--- config.mk ---
export PLATFORM = sky130hd
export DESIGN_NAME = dist_seq_controller_flat
export DESIGN_NICKNAME = d
export VERILOG_FILES = /design/src/rtl/dist_seq_controller_pkg.sv /design/src/rtl/dist_seq_controller_if.sv /design/src/rtl/dist_seq_controller_addr_gen.sv /design/src/rtl/dist_seq_controller.sv /design/src/flat_wrapper.sv
export SDC_FILE = /design/constraint.sdc
export NUM_CORES = 1
export LEC_CHECK = 0
export ABC_CLOCK_PERIOD_IN_PS = 2300
export CAP_MARGIN = 15
export CORE_AREA = 2 2 93 95
export DETAILED_ROUTE_END_ITERATION = 8
export DIE_AREA = 0 0 95 97
export GPL_ROUTABILITY_DRIVEN = 1
export GPL_TIMING_DRIVEN = 1
export PLACE_DENSITY = 0.82
export SYNTH_ARGS = -nofsm -noshare
export SYNTH_HDL_FRONTEND = slang
export SYNTH_SLANG_ARGS = --single-unit
--- constraint.sdc ---
create_clock -name clk -period 2.3 [get_ports clk]
set_input_delay 0.23 -clock clk [delete_from_list [all_inputs] [get_ports clk]]
set_output_delay 0.23 -clock clk [all_outputs]
set_load 0.01 [all_outputs]
--- src/rtl/dist_seq_controller_pkg.sv ---
// Shared encodings for the distance sequencer: FSM state codes and BRAM strobe patterns.
package dist_pkg;

  typedef logic [2:0] state_t;

  localparam state_t ST_IDLE       = 3'd0;
  localparam state_t ST_HARD_RESET = 3'd1;
  localparam state_t ST_FETCH      = 3'd2;
  localparam state_t ST_WAIT_ACC   = 3'd3;
  localparam state_t ST_SOFT_RESET = 3'd4;
  localparam state_t ST_WAIT_SQRT  = 3'd5;
  localparam state_t ST_WRITE      = 3'd6;
  localparam state_t ST_DONE       = 3'd7;

  // FLAG_Bram is {cs, we, oe}
  localparam logic [2:0] BRAM_IDLE = 3'b000;
  localparam logic [2:0] BRAM_RD   = 3'b101;
  localparam logic [2:0] BRAM_WR   = 3'b110;

endpackage

--- src/rtl/dist_seq_controller_if.sv ---
// Host, accumulator, sqrt and BRAM signals of the distance sequencer.
// master is the sequencer side, slave is the surrounding datapath/host.
interface dist_seq_controller_if #(
  parameter int CNT_W  = 8,
  parameter int ADDR_W = 10,
  parameter int LANES  = 1
);
  logic              STARTCALC;
  logic              ABORT;
  logic [CNT_W-1:0]  NUM_OF_VECTORS;
  logic [CNT_W-1:0]  VECTOR_WIDTH;
  logic [ADDR_W-1:0] BASE_ADDR;
  logic [ADDR_W-1:0] RES_ADDR;
  logic              RDY_Acc;
  logic              RDY_Sqrt;
  logic              EN_Acc;
  logic              RST_Acc;
  logic              PRE_Acc;
  logic              EN_Sqrt;
  logic [ADDR_W-1:0] ADDR_Bram;
  logic [2:0]        FLAG_Bram;
  logic [LANES-1:0]  LANE_MASK;
  logic              BUSY;
  logic              DONE;

  modport master (
    input  STARTCALC, ABORT, NUM_OF_VECTORS, VECTOR_WIDTH, BASE_ADDR, RES_ADDR,
           RDY_Acc, RDY_Sqrt,
    output EN_Acc, RST_Acc, PRE_Acc, EN_Sqrt, ADDR_Bram, FLAG_Bram, LANE_MASK,
           BUSY, DONE
  );

  modport slave (
    output STARTCALC, ABORT, NUM_OF_VECTORS, VECTOR_WIDTH, BASE_ADDR, RES_ADDR,
           RDY_Acc, RDY_Sqrt,
    input  EN_Acc, RST_Acc, PRE_Acc, EN_Sqrt, ADDR_Bram, FLAG_Bram, LANE_MASK,
           BUSY, DONE
  );
endinterface

--- src/rtl/dist_seq_controller_addr_gen.sv ---
// Address and index bookkeeping for the sequencer: latched config, read pointer,
// element/vector indices, lane mask and the last-pass / last-vector compares.
module dist_addr_gen
  import dist_pkg::*;
#(
  parameter int CNT_W  = 8,
  parameter int ADDR_W = 10,
  parameter int LANES  = 1
) (
  input  logic              clk,
  input  logic              rst,
  input  logic              load,
  input  logic              step_elem,
  input  logic              step_vec,
  input  logic              clear,
  input  logic [CNT_W-1:0]  num_in,
  input  logic [CNT_W-1:0]  width_in,
  input  logic [ADDR_W-1:0] base_in,
  input  logic [ADDR_W-1:0] res_in,
  output logic [ADDR_W-1:0] rd_ptr,
  output logic [ADDR_W-1:0] wr_addr,
  output logic [LANES-1:0]  lane_mask,
  output logic              last_pass,
  output logic              last_vec
);

  logic [CNT_W-1:0]  num_q;
  logic [CNT_W-1:0]  width_q;
  logic [ADDR_W-1:0] res_q;
  logic [CNT_W:0]    elem_idx;
  logic [CNT_W-1:0]  vec_idx;

  always_ff @(posedge clk or posedge rst) begin
    if (rst) begin
      num_q    <= '0;
      width_q  <= '0;
      res_q    <= '0;
      rd_ptr   <= '0;
      elem_idx <= '0;
      vec_idx  <= '0;
    end else if (clear) begin
      rd_ptr   <= '0;
      elem_idx <= '0;
      vec_idx  <= '0;
    end else if (load) begin
      num_q    <= num_in;
      width_q  <= width_in;
      res_q    <= res_in;
      rd_ptr   <= base_in;
      elem_idx <= '0;
      vec_idx  <= '0;
    end else begin
      if (step_elem) begin
        elem_idx <= elem_idx + (CNT_W+1)'(LANES);
        rd_ptr   <= rd_ptr + ADDR_W'(LANES);
      end
      // rd_ptr keeps running into the next vector; only the element index restarts
      if (step_vec) begin
        vec_idx  <= vec_idx + 1'b1;
        elem_idx <= '0;
      end
    end
  end

  // one guard bit above elem_idx so elem_idx+LANES never wraps
  assign last_pass = ({1'b0, elem_idx} + (CNT_W+2)'(LANES)) >= (CNT_W+2)'(width_q);
  assign last_vec  = (vec_idx == num_q - CNT_W'(1));
  assign wr_addr   = res_q + ADDR_W'(vec_idx);

  always_comb begin
    lane_mask = '0;
    for (int i = 0; i < LANES; i++) begin
      lane_mask[i] = ({1'b0, elem_idx} + (CNT_W+2)'(i)) < (CNT_W+2)'(width_q);
    end
  end

endmodule

--- src/rtl/dist_seq_controller.sv ---
// Multi-vector distance sequencer: fetches elements LANES at a time, steps the
// accumulator through hard/soft resets, waits on sqrt and writes each result back.
//
// state       | meaning
// IDLE        | waiting for STARTCALC, config latched on start
// HARD_RESET  | clear accumulator for a new vector
// FETCH       | BRAM read of up to LANES elements at rd_ptr
// WAIT_ACC    | wait for the accumulator pass to finish
// SOFT_RESET  | reset accumulator stage, keeping the running sum
// WAIT_SQRT   | sqrt working on the finished sum
// WRITE       | BRAM write of the result at RES_ADDR+vec_idx
// DONE        | one-cycle completion pulse
module dist_seq_controller
  import dist_pkg::*;
#(
  parameter int CNT_W  = 8,
  parameter int ADDR_W = 10,
  parameter int LANES  = 1
) (
  input logic clk,
  input logic rst,
  dist_seq_controller_if.master bus
);

  state_t            state_q, state_d;
  logic              load, step_elem, step_vec, clear;
  logic [ADDR_W-1:0] rd_ptr, wr_addr;
  logic [LANES-1:0]  lane_mask;
  logic              last_pass, last_vec;

  dist_addr_gen #(
    .CNT_W (CNT_W),
    .ADDR_W(ADDR_W),
    .LANES (LANES)
  ) u_addr_gen (
    .clk      (clk),
    .rst      (rst),
    .load     (load),
    .step_elem(step_elem),
    .step_vec (step_vec),
    .clear    (clear),
    .num_in   (bus.NUM_OF_VECTORS),
    .width_in (bus.VECTOR_WIDTH),
    .base_in  (bus.BASE_ADDR),
    .res_in   (bus.RES_ADDR),
    .rd_ptr   (rd_ptr),
    .wr_addr  (wr_addr),
    .lane_mask(lane_mask),
    .last_pass(last_pass),
    .last_vec (last_vec)
  );

  always_ff @(posedge clk or posedge rst) begin
    if (rst) state_q <= ST_IDLE;
    else     state_q <= state_d;
  end

  always_comb begin
    state_d   = state_q;
    load      = 1'b0;
    step_elem = 1'b0;
    step_vec  = 1'b0;
    clear     = 1'b0;
    // abort takes priority over any ready arriving in the same cycle
    if (state_q != ST_IDLE && bus.ABORT) begin
      state_d = ST_IDLE;
      clear   = 1'b1;
    end else begin
      case (state_q)
        ST_IDLE: begin
          if (bus.STARTCALC) begin
            load    = 1'b1;
            state_d = (bus.NUM_OF_VECTORS == '0 || bus.VECTOR_WIDTH == '0) ? ST_DONE
                                                                            : ST_HARD_RESET;
          end
        end
        ST_HARD_RESET: state_d = ST_FETCH;
        ST_FETCH:      state_d = ST_WAIT_ACC;
        ST_WAIT_ACC: begin
          if (bus.RDY_Acc) begin
            step_elem = 1'b1;
            state_d   = last_pass ? ST_WAIT_SQRT : ST_SOFT_RESET;
          end
        end
        ST_SOFT_RESET: state_d = ST_FETCH;
        ST_WAIT_SQRT: begin
          if (bus.RDY_Sqrt) state_d = ST_WRITE;
        end
        ST_WRITE: begin
          if (last_vec) begin
            state_d = ST_DONE;
          end else begin
            step_vec = 1'b1;
            state_d  = ST_HARD_RESET;
          end
        end
        ST_DONE: begin
          clear   = 1'b1;
          state_d = ST_IDLE;
        end
        default: state_d = ST_IDLE;
      endcase
    end
  end

  always_comb begin
    bus.EN_Acc    = 1'b0;
    bus.RST_Acc   = 1'b0;
    bus.PRE_Acc   = 1'b0;
    bus.EN_Sqrt   = 1'b0;
    bus.ADDR_Bram = '0;
    bus.FLAG_Bram = BRAM_IDLE;
    bus.LANE_MASK = '0;
    bus.BUSY      = (state_q != ST_IDLE);
    bus.DONE      = 1'b0;
    case (state_q)
      ST_HARD_RESET: begin
        bus.EN_Acc  = 1'b1;
        bus.RST_Acc = 1'b1;
      end
      ST_FETCH: begin
        bus.EN_Acc    = 1'b1;
        bus.FLAG_Bram = BRAM_RD;
        bus.ADDR_Bram = rd_ptr;
        bus.LANE_MASK = lane_mask;
      end
      ST_WAIT_ACC: bus.EN_Acc = 1'b1;
      ST_SOFT_RESET: begin
        bus.EN_Acc  = 1'b1;
        bus.RST_Acc = 1'b1;
        bus.PRE_Acc = 1'b1;
      end
      ST_WAIT_SQRT: begin
        bus.EN_Acc  = 1'b1;
        bus.EN_Sqrt = 1'b1;
      end
      ST_WRITE: begin
        bus.FLAG_Bram = BRAM_WR;
        bus.ADDR_Bram = wr_addr;
      end
      ST_DONE: bus.DONE = 1'b1;
      default: ;
    endcase
  end

endmodule

--- src/flat_wrapper.sv ---
// flat-port wrapper written by rule: the top's interface ports become plain ports
module dist_seq_controller_flat import dist_pkg::*;
#(
  parameter int CNT_W  = 8,
  parameter int ADDR_W = 10,
  parameter int LANES  = 1
)
  (clk, rst, bus_STARTCALC, bus_ABORT, bus_NUM_OF_VECTORS, bus_VECTOR_WIDTH, bus_BASE_ADDR, bus_RES_ADDR, bus_RDY_Acc, bus_RDY_Sqrt, bus_EN_Acc, bus_RST_Acc, bus_PRE_Acc, bus_EN_Sqrt, bus_ADDR_Bram, bus_FLAG_Bram, bus_LANE_MASK, bus_BUSY, bus_DONE);
  dist_seq_controller_if #(.CNT_W(CNT_W), .ADDR_W(ADDR_W), .LANES(LANES)) bus_i ();
  input logic clk;
  input logic rst;
  input wire logic [$bits(bus_i.STARTCALC)-1:0] bus_STARTCALC;
  input wire logic [$bits(bus_i.ABORT)-1:0] bus_ABORT;
  input wire logic [$bits(bus_i.NUM_OF_VECTORS)-1:0] bus_NUM_OF_VECTORS;
  input wire logic [$bits(bus_i.VECTOR_WIDTH)-1:0] bus_VECTOR_WIDTH;
  input wire logic [$bits(bus_i.BASE_ADDR)-1:0] bus_BASE_ADDR;
  input wire logic [$bits(bus_i.RES_ADDR)-1:0] bus_RES_ADDR;
  input wire logic [$bits(bus_i.RDY_Acc)-1:0] bus_RDY_Acc;
  input wire logic [$bits(bus_i.RDY_Sqrt)-1:0] bus_RDY_Sqrt;
  output wire logic [$bits(bus_i.EN_Acc)-1:0] bus_EN_Acc;
  output wire logic [$bits(bus_i.RST_Acc)-1:0] bus_RST_Acc;
  output wire logic [$bits(bus_i.PRE_Acc)-1:0] bus_PRE_Acc;
  output wire logic [$bits(bus_i.EN_Sqrt)-1:0] bus_EN_Sqrt;
  output wire logic [$bits(bus_i.ADDR_Bram)-1:0] bus_ADDR_Bram;
  output wire logic [$bits(bus_i.FLAG_Bram)-1:0] bus_FLAG_Bram;
  output wire logic [$bits(bus_i.LANE_MASK)-1:0] bus_LANE_MASK;
  output wire logic [$bits(bus_i.BUSY)-1:0] bus_BUSY;
  output wire logic [$bits(bus_i.DONE)-1:0] bus_DONE;
  assign bus_i.STARTCALC = bus_STARTCALC;
  assign bus_i.ABORT = bus_ABORT;
  assign bus_i.NUM_OF_VECTORS = bus_NUM_OF_VECTORS;
  assign bus_i.VECTOR_WIDTH = bus_VECTOR_WIDTH;
  assign bus_i.BASE_ADDR = bus_BASE_ADDR;
  assign bus_i.RES_ADDR = bus_RES_ADDR;
  assign bus_i.RDY_Acc = bus_RDY_Acc;
  assign bus_i.RDY_Sqrt = bus_RDY_Sqrt;
  assign bus_EN_Acc = bus_i.EN_Acc;
  assign bus_RST_Acc = bus_i.RST_Acc;
  assign bus_PRE_Acc = bus_i.PRE_Acc;
  assign bus_EN_Sqrt = bus_i.EN_Sqrt;
  assign bus_ADDR_Bram = bus_i.ADDR_Bram;
  assign bus_FLAG_Bram = bus_i.FLAG_Bram;
  assign bus_LANE_MASK = bus_i.LANE_MASK;
  assign bus_BUSY = bus_i.BUSY;
  assign bus_DONE = bus_i.DONE;
  dist_seq_controller #(.CNT_W(CNT_W), .ADDR_W(ADDR_W), .LANES(LANES)) u_core (.clk(clk), .rst(rst), .bus(bus_i));
endmodule
==> out/results.ini <==
[outcome]
status = complete, but fails checks
failed_checks = negative setup slack

[logic_synthesis]
netlist_area_mm2 = 0.00390
syn-instance-count = 449
ys_types = 53
ys_async_sr_fraction_pct = 100
ys_ff_latch = 56
avgSynthCellArea_um2 = 8.70
syn-num-nets = 520
ys_seq_area_share_pct = 35.9
synth-main-ff-cell = dfrtp_1
synth_edf_count = 0
yosysWarningCount = 0

[power_and_ir_drop]
power_leakage_nw = 2.33
ir_drop_uv = 556
pwr_density_cell_mw_per_mm2 = 956

[clock_tree]
clk_path_buf_depth = 2
numCtsBuffers = 5
cts_tree = done
root_buffer = clkbuf_8
cts-htree-levels = 2
clk_latency_ns = 0.32
cts_sinks = 56
clkTransAtPathRegs_ns = 0.10

[floorplanning]
core_region_area_mm2 = 0.00813
dieArea_mm2 = 0.00922
io_pins = 62
die_w_um = 95
start_util_pct = 48.0
rows = 33
die-height_um = 97

[global_routing]
overflow = 0
grt_pass1_wl_mm = 17.8
grt_pass1_vias = 3819
grt_start_max_net_pins = 40
grtUsageTotal_pct = 23.6
antenna_found_initial = 0

[finish]
finish.net_count = 624
diodes = 0
mostFrequentLayoutCells = dfrtp_1 (53), clkdlybuf4s50_1 (51), buf_4 (51)
final_common_cell = dfrtp_1
fill_cells = 638
stdcell_count = 658
post_route_cells_drive_above_1_share_pct = 25.7
synthToLayoutAreaGrowth_pct = 37.0

[detailed_routing]
via_per_inst = 5.95
wl_per_cell_um = 16.8
vias = 3917
drc = 0
routed_wl_mm = 11.1
drtIter0Drc = 266
drt.antenna.violating_nets = 0
dr.pass1.iters = 5

[placed_design]
gp_congestion = 0.921
portBuffers = 61
preCtsSetupSlack_ns = -0.480
post-place-cells = 637
dpl.hpwl_mm = 7.71

[sta]
fmax_ghz = 0.378
fin_ws_ns = -0.344
rsz0062_at_grt = true
slew_viol_final = 0
hold_viol_final = 0
min_period_ns = 2.64
skew_ns = 0.0105
setup_viol = 20
worstMarginPinSlew_ns = 1.02
slew-limit-headroom_pct = 31.8
fin_crit_sh_pct = 115

[hold_path]
hold_class = in -> async

[setup_path]
critPathMaxFanout = 2
path_class = reg -> out
r2r-end = u_core.u_addr_gen.vec_idx[6]$_DFFE_PP0P_
required_ns = 2.07
cp.arrival_ns = 2.41
r2r_slack_ns = -0.12
crit_path_end_kind = primary output
critPathLaunchType = register
r2r_start = u_core.u_addr_gen.num_q[2]$_DFFE_PP0P_
reg2regPathDepth = 6

[flow_run]
cap_viol_max_count = 0

-- per-stage QoR --
stage               power, mW  setup TNS, ns  cell area, um2  hold WS, ns  util, %
global placement         4.07          -1.56            4910        0.496     60.4
detailed placement       4.19          -2.47            4910        0.513     60.4
global route             5.54          -3.90            5350        0.260     65.8
floorplan                3.16         -0.130            3910        0.347        -
CTS                      4.79          -1.16            5090        0.227     62.6
finish                   5.12          -2.39            5350        0.209     65.8
-- synthesized netlist by cell type (2+ instances only) --
cell        n  area [um2]
dfrtp_1    56        1400
nand2_1    41         154
nor2_1     36         135
o21ai_0    36         180
a21oi_1    29         145
ha_1       28         350
inv_1      21        78.8
clkbuf_1   20        75.1
nand3_1    18        90.1
mux2_2     16         180
xnor2_1    14         123
nor3_1     12        60.1
mux2i_1     9        90.1
or4_1       9        67.6
a31oi_1     8        50.1
nand2b_1    7        43.8
nand4_1     7        43.8
or3_1       7        43.8
o22ai_1     6        37.5
xor2_1      6        52.6
a21o_1      5        37.5
nor4_1      5        31.3
and3_1      4        25.0
o211ai_1    4        30.0
o21ai_1     4        20.0
a32o_1      3        30.0
nor2b_1     3        18.8
a21boi_0    2        15.0
a221oi_1    2        17.5
nor4_2      2        25.0
nor4b_1     2        17.5
o2111ai_1   2        17.5
o21a_1      2        15.0
o21bai_1    2        15.0
o31a_1      2        17.5
o31ai_1     2        15.0
-- registers in the layout (all words and copies together), names as in the netlist --
| register | count |
|---|---|
| u_core.u_addr_gen.rd_ptr | 10 |
| u_core.u_addr_gen.vec_idx | 8 |
| u_core.u_addr_gen.res_q | 10 |
| u_core.u_addr_gen.elem_idx | 9 |
| u_core.state_q | 3 |
| u_core.u_addr_gen.num_q | 8 |
| u_core.u_addr_gen.width_q | 8 |
-- critical path, cell delays in order, from the launching register on --
cell and delay, ns:
dfrtp_1 0.44, ha_4 0.19, fa_2 0.34, a21o_1 0.18
a21oi_2 0.16, o21bai_2 0.09, a221oi_2 0.30, nand4_1 0.13
o211ai_1 0.11, buf_2 0.15
-- where the power goes --
| group | internal (mW) | total (mW) | switching (mW) |
|---|---|---|---|
| Combinational | 1.38 | 2.99 | 1.61 |
| Sequential | 1.30 | 1.58 | 0.281 |
| Clock | 0.208 | 0.544 | 0.337 |
-- final cells by class --
type                       count  area (um2)  share of cell area [%]
inverter                      22        82.6                    1.54
multi-input combinational    350        2630                    49.1
timing repair buffer         118        1020                    19.1
clock buffer                   5        68.8                    1.29
clock inverter                 2        12.5                   0.234
sequential                    56        1410                    26.3
tap                          105         131                    2.46
-- kinds of logic after synthesis --
group,share of synthesized area [%]
AND/OR/NAND/NOR,20.4
adder cells (fa/ha/maj),9.48
buffers and inverters,4.42
multiplexers,6.92
AO/OA/AOI/OAI,18.4
flip-flops,35.9
XOR/XNOR,4.49
-- worst max path at each step --
stage | start | end | slack, ns | cells past startpoint
floorplan | u_core.u_addr_gen.num_q[4]$_DFFE_PP0P_ | u_core.u_addr_gen.vec_idx[3]$_DFFE_PP0P_ | -0.03 | 7
global placement | u_core.u_addr_gen.res_q[0]$_DFFE_PP0P_ | bus_ADDR_Bram[8] | -0.43 | 9
detailed placement | u_core.u_addr_gen.res_q[0]$_DFFE_PP0P_ | bus_ADDR_Bram[8] | -0.48 | 9
CTS | u_core.u_addr_gen.vec_idx[0]$_DFFE_PP0P_ | bus_ADDR_Bram[8] | -0.30 | 9
global route | u_core.u_addr_gen.res_q[0]$_DFFE_PP0P_ | bus_ADDR_Bram[8] | -0.43 | 9
finish | u_core.u_addr_gen.res_q[0]$_DFFE_PP0P_ | bus_ADDR_Bram[8] | -0.34 | 9
-- timing repair --
action	in CTS	in global routing
cloned	1	0
pin swaps	22	22
gates resized for setup	54	51
hold buffers	0	0
setup buffers	4	10
endpoints found under the setup margin	26	31
-- metal layers --
layer | global-route usage [%] | wire, um | up-vias
li1 | - | - | 1851
met2 | 41.1 | 5550 | 172
met1 | 30.8 | 4720 | 1877
met3 | 2.88 | 656 | 17
met5 | 0 | 0 | -
met4 | 5.57 | 129 | 0
(Power assumes the default switching activity.)
